File: config.mk
export PLATFORM = sky130hd
export DESIGN_NAME = muldiv_unit
export DESIGN_NICKNAME = d
export VERILOG_FILES = /design/src/rtl/muldiv_unit_pkg.sv /design/src/rtl/muldiv_unit_iter.sv /design/src/rtl/muldiv_unit.sv
export SDC_FILE = /design/constraint.sdc
export NUM_CORES = 2
export LEC_CHECK = 0
export BUFFER_PORTS_ARGS = -buffer_cell sky130_fd_sc_hd__buf_2
export CAP_MARGIN = 20
export CORE_MARGIN = 2
export CORE_UTILIZATION = 60
export CTS_CLUSTER_DIAMETER = 80
export CTS_CLUSTER_SIZE = 8
export DETAILED_ROUTE_END_ITERATION = 8
export HOLD_SLACK_MARGIN = 0.15
export PLACE_DENSITY = 0.78
export SETUP_SLACK_MARGIN = 0.1
export SYNTH_ARGS = -nofsm -noshare
export SYNTH_HDL_FRONTEND = slang
export SYNTH_SLANG_ARGS = --single-unit
export TNS_END_PERCENT = 20
File: constraint.sdc
create_clock -name clk -period 33.3 [get_ports clk]
set_clock_uncertainty 0.05 [all_clocks]
set_input_delay 1.665 -clock clk [delete_from_list [all_inputs] [get_ports clk]]
set_output_delay 1.665 -clock clk [all_outputs]
set_load 0.005 [all_outputs]
File: src/rtl/muldiv_unit_pkg.sv
// Shared types for the iterative multiply/divide unit.
// Exposes the opcode enum, FSM state enum and iteration-count helpers.
package muldiv_unit_pkg;

    typedef enum logic [1:0] {
        MD_MULT  = 2'b00,
        MD_MULTU = 2'b01,
        MD_DIV   = 2'b10,
        MD_DIVU  = 2'b11
    } muldiv_op_t;

    typedef enum logic [1:0] {
        MD_IDLE,
        MD_BUSY,
        MD_DONE
    } md_state_t;

    function automatic int md_k_mul(input int width, input int mul_bits);
        return width / mul_bits;
    endfunction

    function automatic int md_k_div(input int width);
        return width;
    endfunction

endpackage

File: src/rtl/muldiv_unit_iter.sv
// One combinational iteration of the shared mul/div datapath.
// Ports: mode (0 mul, 1 div), acc/x/y/rem in and next-step values out.
module muldiv_unit_iter #(
    parameter int WIDTH    = 32,
    parameter int MUL_BITS = 4
) (
    input  logic               mode,
    input  logic [2*WIDTH-1:0] acc_i,
    input  logic [2*WIDTH-1:0] x_i,
    input  logic [WIDTH-1:0]   y_i,
    input  logic [WIDTH:0]     rem_i,
    output logic [2*WIDTH-1:0] acc_o,
    output logic [2*WIDTH-1:0] x_o,
    output logic [WIDTH-1:0]   y_o,
    output logic [WIDTH:0]     rem_o
);

    // Mul: acc = product, x = shifted multiplicand, y = remaining multiplier.
    // Div: acc[W-1:0] = dividend shifting into quotient, x[W-1:0] = divisor.
    logic [2*WIDTH-1:0] pp;
    logic [WIDTH:0]     rem_sh;
    logic [WIDTH:0]     dvs;
    logic               ge;

    always_comb begin
        pp     = '0;
        rem_sh = '0;
        dvs    = '0;
        ge     = 1'b0;
        acc_o  = acc_i;
        x_o    = x_i;
        y_o    = y_i;
        rem_o  = rem_i;
        if (!mode) begin
            for (int j = 0; j < MUL_BITS; j++) begin
                if (y_i[j]) pp = pp + (x_i << j);
            end
            acc_o = acc_i + pp;
            x_o   = x_i << MUL_BITS;
            y_o   = y_i >> MUL_BITS;
        end else begin
            rem_sh = {rem_i[WIDTH-1:0], acc_i[WIDTH-1]};
            dvs    = {1'b0, x_i[WIDTH-1:0]};
            ge     = (rem_sh >= dvs);
            rem_o  = ge ? (rem_sh - dvs) : rem_sh;
            acc_o  = {acc_i[2*WIDTH-1:WIDTH], acc_i[WIDTH-2:0], ge};
        end
    end

endmodule

File: src/rtl/muldiv_unit.sv
// Iterative MULT/MULTU/DIV/DIVU engine with valid/ready in and out.
// Ports: clk, resetn, flush, in_valid/in_ready/op/a/b, out_valid/out_ready/hi/lo, busy.
module muldiv_unit
    import muldiv_unit_pkg::*;
#(
    parameter int WIDTH    = 32,
    parameter int MUL_BITS = 4
) (
    input  logic             clk,
    input  logic             resetn,
    input  logic             flush,
    input  logic             in_valid,
    output logic             in_ready,
    input  muldiv_op_t       op,
    input  logic [WIDTH-1:0] a,
    input  logic [WIDTH-1:0] b,
    output logic             out_valid,
    input  logic             out_ready,
    output logic [WIDTH-1:0] hi,
    output logic [WIDTH-1:0] lo,
    output logic             busy
);

    localparam int CW    = $clog2(WIDTH + 1);
    localparam int K_MUL = md_k_mul(WIDTH, MUL_BITS);
    localparam int K_DIV = md_k_div(WIDTH);

    md_state_t          state, state_nxt;
    logic [CW-1:0]      cnt;
    logic               is_div, sa, sb, dz;
    logic [WIDTH-1:0]   a_q;
    logic [2*WIDTH-1:0] acc_q, x_q, acc_n, x_n;
    logic [WIDTH-1:0]   y_q, y_n;
    logic [WIDTH:0]     rem_q, rem_n;

    logic               accept, step, last;
    logic               a_neg, b_neg;
    logic [WIDTH-1:0]   a_mag, b_mag;
    logic [2*WIDTH-1:0] prod_c;
    logic [WIDTH-1:0]   quot_c, rem_c;

    assign in_ready  = (state == MD_IDLE);
    assign out_valid = (state == MD_DONE);
    assign busy      = (state != MD_IDLE);

    assign accept = in_ready && in_valid && !flush;
    assign step   = (state == MD_BUSY) && (cnt != '0);
    // A flushed op must not overwrite the held hi/lo.
    assign last   = (state == MD_BUSY) && (cnt == '0) && !flush;

    // Signs only matter for signed ops (op[0] == 0).
    assign a_neg = !op[0] && a[WIDTH-1];
    assign b_neg = !op[0] && b[WIDTH-1];
    assign a_mag = a_neg ? -a : a;
    assign b_mag = b_neg ? -b : b;

    assign prod_c = (sa ^ sb) ? -acc_q : acc_q;
    assign quot_c = (sa ^ sb) ? -acc_q[WIDTH-1:0] : acc_q[WIDTH-1:0];
    assign rem_c  = sa ? -rem_q[WIDTH-1:0] : rem_q[WIDTH-1:0];

    muldiv_unit_iter #(
        .WIDTH    (WIDTH),
        .MUL_BITS (MUL_BITS)
    ) u_iter (
        .mode  (is_div),
        .acc_i (acc_q),
        .x_i   (x_q),
        .y_i   (y_q),
        .rem_i (rem_q),
        .acc_o (acc_n),
        .x_o   (x_n),
        .y_o   (y_n),
        .rem_o (rem_n)
    );

    always_ff @(posedge clk or negedge resetn) begin
        if (!resetn) state <= MD_IDLE;
        else         state <= state_nxt;
    end

    always_comb begin
        state_nxt = state;
        if (flush) begin
            state_nxt = MD_IDLE;
        end else begin
            unique case (state)
                MD_IDLE: if (in_valid)     state_nxt = MD_BUSY;
                MD_BUSY: if (cnt == '0)    state_nxt = MD_DONE;
                MD_DONE: if (out_ready)    state_nxt = MD_IDLE;
                default:                   state_nxt = MD_IDLE;
            endcase
        end
    end

    always_ff @(posedge clk or negedge resetn) begin
        if (!resetn) begin
            cnt    <= '0;
            is_div <= 1'b0;
            sa     <= 1'b0;
            sb     <= 1'b0;
            dz     <= 1'b0;
            a_q    <= '0;
            acc_q  <= '0;
            x_q    <= '0;
            y_q    <= '0;
            rem_q  <= '0;
            hi     <= '0;
            lo     <= '0;
        end else if (accept) begin
            is_div <= op[1];
            sa     <= a_neg;
            sb     <= b_neg;
            dz     <= op[1] && (b == '0);
            a_q    <= a;
            rem_q  <= '0;
            if (op[1]) begin
                cnt   <= CW'(K_DIV);
                acc_q <= {{WIDTH{1'b0}}, a_mag};
                x_q   <= {{WIDTH{1'b0}}, b_mag};
                y_q   <= '0;
            end else begin
                cnt   <= CW'(K_MUL);
                acc_q <= '0;
                x_q   <= {{WIDTH{1'b0}}, a_mag};
                y_q   <= b_mag;
            end
        end else if (step) begin
            cnt   <= cnt - 1'b1;
            acc_q <= acc_n;
            x_q   <= x_n;
            y_q   <= y_n;
            rem_q <= rem_n;
        end else if (last) begin
            if (!is_div) begin
                hi <= prod_c[2*WIDTH-1:WIDTH];
                lo <= prod_c[WIDTH-1:0];
            end else if (dz) begin
                hi <= a_q;
                lo <= '1;
            end else begin
                hi <= rem_c;
                lo <= quot_c;
            end
        end
    end

endmodule

; ---- Word level (Yosys, flattened, before mapping)
; Index checks and enable logic that the tools add are counted.
; Widths: inputs -> output; s select.
[totals]
reg_bits = 300
latchBits = 0
ram_bits = 0
romBits = 0
inputBits = 71
out_inout_bits = 67
n_memories = 0
[op_classes]
n_addsub = 11
n_mul = 0
n_div = 0
n_lt_le_gt_ge = 1
n_eq_ne = 6
n_shift = 0
n_mux = 41
bitwise = 3
n_reduce_logical = 21
[op_table]
columns = operator, count
row1 = $mux 64, 15
row2 = $mux 32, 18
row3 = $add 64x64->64, 4
row4 = $neg 32->32, 4
row5 = $neg 64->64, 1
row6 = $ge 33x32->1, 1
row7 = $logic_not 32->1, 1
row8 = $sub 32x32->32, 1
row9 = $mux 6, 3
row10 = $logic_and 1x1->1, 8
row11 = $mux 2, 4
row12 = $logic_not 6->1, 1
row13 = $ne 3x2->1 const B, 2
row14 = $pmux 2 s3, 1
row15 = $reduce_and 3->1, 2
row16 = $reduce_bool 2->1, 3
row17 = $reduce_bool 6->1, 1
row18 = $sub 6x1->6 const B, 1
row19 = $reduce_and 2->1, 2
row20 = $ne 3x3->1 const B, 1
row21 = $eq 2x1->1 const B, 1
row22 = $eq 2x2->1 const B, 1
row23 = $logic_not 1->1, 2
row24 = $logic_not 2->1, 1
row25 = other kinds (3), 4

; ---- Longest topological paths before layout
[logic_depth]
word_depth = 15
mapped_depth = 62
depth_no_buf = 57

; ---- By module
; Synthesis repeated with hierarchy kept, for this count alone.
[unflattened]
cells_unflattened = 4978
hier_area_um2 = 36864.1
[modules_own_cells]
columns = mod, instances, cells_per_inst, area_per_inst_um2
row1 = muldiv_unit_iter, 1, 3092, 20288.2
row2 = muldiv_unit, 1, 1886, 16575.9

; ---- Worst setup path before layout
; Ideal clock, no wire load.
[synth_timing]
path_type = flip-flop to flip-flop
startpoint = register y_q[0]
endpoint = register acc_q[63]
setup_time_ns = 0.121
arrival_time_ns = 10.996
t_required_ns = 33.129
setup_slack_ns = 22.134
path_stages_with_launch = 63
path_buffers = 5
path_cell_list = dfrtp_1 clkbuf_1 clkbuf_1 clkbuf_1 clkbuf_1 and2_1 ha_1 inv_1 fa_1 nor2b_1 o21ai_0 a21boi_0 o211ai_1 nand2_1 a311oi_1 o21ai_0 nand3_1 o31ai_1 (+27 left out) a31oi_1 xor2_1 a21oi_1 ha_1 a21oi_1 nor2b_1 o21ai_0 nand2b_1 a21oi_1 nor2b_1 o21ai_0 nand2b_1 a21oi_1 o31ai_1 a31oi_1 xnor3_1 xor2_1 a22o_1
[synth_between]
elab_chain_cells = 15
[synth_rtl]
columns = element, line
row1 = start: declaration, muldiv_unit.sv:33  ; logic [WIDTH-1:0] y_q, y_n;
row2 = start signal: assignment, muldiv_unit.sv:125  ; y_q <= b_mag;
row3 = start signal: assignment, muldiv_unit.sv:131  ; y_q <= y_n;
row4 = $mux 64 *, muldiv_unit_iter.sv:36  ; if (y_i[j]) pp = pp + (x_i << j);
row5 = $mux 64 *, muldiv_unit_iter.sv:34  ; if (!mode) begin
row6 = $add 64x64->64, muldiv_unit_iter.sv:36
row7 = $mux 64 *, muldiv_unit_iter.sv:36
row8 = $mux 64 *, muldiv_unit_iter.sv:34
row9 = $add 64x64->64, muldiv_unit_iter.sv:36
row10 = $mux 64 *, muldiv_unit_iter.sv:36
row11 = $mux 64 *, muldiv_unit_iter.sv:34
row12 = $add 64x64->64, muldiv_unit_iter.sv:36
row13 = $mux 64 *, muldiv_unit_iter.sv:36
row14 = $mux 64 *, muldiv_unit_iter.sv:34
row15 = $add 64x64->64 *, muldiv_unit_iter.sv:38  ; acc_o = acc_i + pp;
row16 = $mux 64 *, muldiv_unit_iter.sv:34
row17 = $mux 64 *, muldiv_unit.sv:127  ; end else if (step) begin
row18 = $mux 64 *, muldiv_unit.sv:109  ; end else if (accept) begin
row19 = end signal: assignment, muldiv_unit.sv:118  ; acc_q <= {{WIDTH{1'b0}}, a_mag};
row20 = end signal: assignment, muldiv_unit.sv:129  ; acc_q <= acc_n;
row21 = end: declaration, muldiv_unit.sv:32  ; logic [2*WIDTH-1:0] acc_q, x_q, acc_n, x_n;
; Mark *: on every way between the ends. The rest lies on a longest branch, timed or not. The select of a mux whose other input is x is not followed.
; A chain may end at the register's enable or synchronous reset.

; ---- Worst setup path in the final report
; Ends and elaborated chain as after synthesis.

==> summary.txt <==
Synth
  • Synth warn: 0
  • Top-area cell type share of the netlist area: about 22%
  • Fraction of registers with async set or reset after synthesis: between 90% and 100%
  • Synth Net Count: 4810
  • Synth top area cells: dfrtp_1 22%, ha_1 10%, a21oi_1 7.8%, xnor2_1 6.3%, nand2_1 5.8%
  • Syn Inst Count: around 4500
  • Syn Std Cell Area: 33600 um2
  • Cell accounting for the most synthesized area: dfrtp_1
  • Top FF cell, synth: dfrtp_1
  • Syn Area/Cell: 7.55 um2
  • Distinct cells, synth: 79
  • Share of the yosys chip area belonging to registers: 22.3%
  • Number of synthesized flops with an enable pin: 0
  • Yosys reg bits: 300

Global route
  • Antenna violations before repair: 1
  • Vias in the first global route: 30900
  • First-pass GRT wire length: approximately 180 mm
  • GR Util All Layers: 38.8%
  • Grt total ovfl: 0
  • Largest net degree at the start of global routing: 110

CTS
  • Cts hold-fix bufs: 0
  • CTS-repair resized insts: 0
  • Clk buf depth: 3
  • CTS sink cnt: 300
  • Post-CTS setup buffers: 0
  • CTS Buf Count: 44
  • Clock-pin slew on the worst setup and hold paths: 0.05 ns
  • CTS root buffer: clkbuf_16
  • H-tree depth: 2
  • Clock Latency Late Sink: 0.60 ns
  • TritonCTS clock tree: yes

Final layout
  • NumNets Final: between 4000 and 5000
  • N_diodes: 0
  • Fillers: 4908
  • Ratio of cells with drive above 1 in the final layout: 7.83%
  • Fin util: 65.0%
  • Fin area: 35900 um2
  • Area delta synth->final: 6.78%

Die
  • Core footprint: 55200 um2
  • Rows: between 80 and 90
  • Initial core utilization: about three fifths
  • Die extent in y: 241 um
  • Die footprint: 57900 um2
  • I/O pin cnt: 138
  • Chip Width: between 200 and 250 um

Detailed routing
  • Vias per Instance: about 6.5
  • Routed Wire Length: around 110 mm
  • First-pass DRT Iterations: 8
  • Iter 0 DRT Violations: 3803
  • Vias: 33900
  • Routed length per placed instance: ~22 um
  • DRC Markers: 0
  • DRT antenna net count: 0

STA
  • Unrepaired setup endpoints after global routing: no
  • Final Hold Vio Count: 0
  • Hold Slack: ~0.42 ns
  • Max Freq: 79.2 MHz
  • Finish-stage setup viols: 0
  • Relative slew slack: 23.3%
  • Final Max Slew Viols: 0
  • Post-route setup TNS: 0 ns
  • Period utilisation layout: 37.9%
  • Period minus WS final: 12.62 ns
  • Worst Tran Pin Value: 1.15 ns

Critical path
  • R2R cell count: 58
  • Crit Path Category: reg -> reg
  • Worst EP required: around 34 ns
  • Crit-path most repeated cell: o21ai_0
  • Slowest cell on crit path: buf_4
  • Crit path DAT: 13.05 ns
  • Crit. End Element: flip-flop
  • Slowest stage delay, CP: 0.61 ns
  • Crit Path Max Fanout: 85
  • R2R Setup Slk: 20.68 ns
  • Critical Path Source Type: flip-flop

Place
  • Port Buf Inserts: 137
  • DP HPWL: roughly 87 mm
  • Placer Congestion: 0.995
  • DP Area: 34600 um2

Hold path
  • WHS Path Cells: 2
  • Min-Delay Path Class: reg -> reg

Status
  • Status: complete, no violations

Job
  • # Max-Cap Violations: 0
[layer usage]
layer  track usage (%)  vias up  wire length [um]
li1                  -    16000                 -
met1              55.8    15900             49600
met2              56.0     1665             46600
met3              8.34      276             12200
met4              16.6        0              5460
met5                 0        -                 0
[path summary, 6_finish.rpt]
check / startpoint / end
setup / recovery: y_q[0] / acc_q[63]
min in group asynchronous: resetn / y_q[27]
setup reg to reg: y_q[0] / acc_q[63]
max in group asynchronous: resetn / acc_q[61]
hold reg to reg: a_q[8] / a_q[8]
hold / removal: a_q[8] / a_q[8]
[per-stage QoR]
step	std cells	worst slack [ns]
after CTS	5179	20.97
after global routing	5180	19.56
final	5180	20.68
after detailed placement	5124	21.00
after floorplan	4455	22.13
after global placement	5124	21.41
[registers in the layout, summed over array words and instances, names as in the netlist, 2 cells and up]
signal and flops:
acc_q 64, x_q 64, a_q 32, hi 32
lo 32, rem_q 32, y_q 32, cnt 6
state 2
[cells in the mapped netlist (77+ instances only)]
| cell type | number |
|---|---|
| a21oi_1 | 524 |
| xor2_1 | 175 |
| inv_1 | 175 |
| mux2_2 | 77 |
| a21o_1 | 184 |
| nor2_1 | 371 |
| nand2_1 | 524 |
| dfrtp_1 | 300 |
| o21ai_0 | 376 |
| xnor2_1 | 240 |
| ha_1 | 279 |
| clkbuf_1 | 223 |
[cell type report]
| type | count | area [um2] | share of cell area (%) |
|---|---|---|---|
| Inverter | 179 | 672 | 1.87 |
| Clock buffer | 49 | 1130 | 3.15 |
| Clock inverter | 6 | 116 | 0.324 |
| Tap cell | 748 | 936 | 2.61 |
| Multi-Input combinational cell | 3731 | 24600 | 68.5 |
| Sequential cell | 300 | 7520 | 20.9 |
| Timing Repair Buffer | 167 | 941 | 2.62 |
[cells by family after synthesis]
logic type | synth area share, %
muxes | 4.04
xor gates and xnor gates | 10.9
AOI/OAI and AO/OA | 29.6
buffers and inverters | 4.74
adders and majority gates | 10.7
DFF | 22.3
and+or+nand+nor | 17.8
[critical path: cells and delay by family (launching register included)]
family                   cells  cell delay (ns)
multiplexers                 1             0.29
flip-flops                   1             0.33
AND/OR/NAND/NOR             13             1.84
buffers and inverters        3             0.78
adder cells (fa/ha/maj)      5             1.81
XOR/XNOR                     5             1.02
AO/OA/AOI/OAI               31             6.35
[placed cells by master, fill, tap and decap left out, types with 59 or more instances in the layout]
master and count:
dfrtp_1 294, inv_1 175, nand4_1 59, a21o_1 184
a22o_1 63, ha_1 279, mux2_2 77, xnor2_1 240
buf_2 136, nand2_1 523, o21bai_1 64, a21oi_1 522
o21ai_0 376, nor2_1 370, xor2_1 174
Power is not shown: default switching activity piles up to over one toggle a cycle in this logic, so the estimate is an artifact.
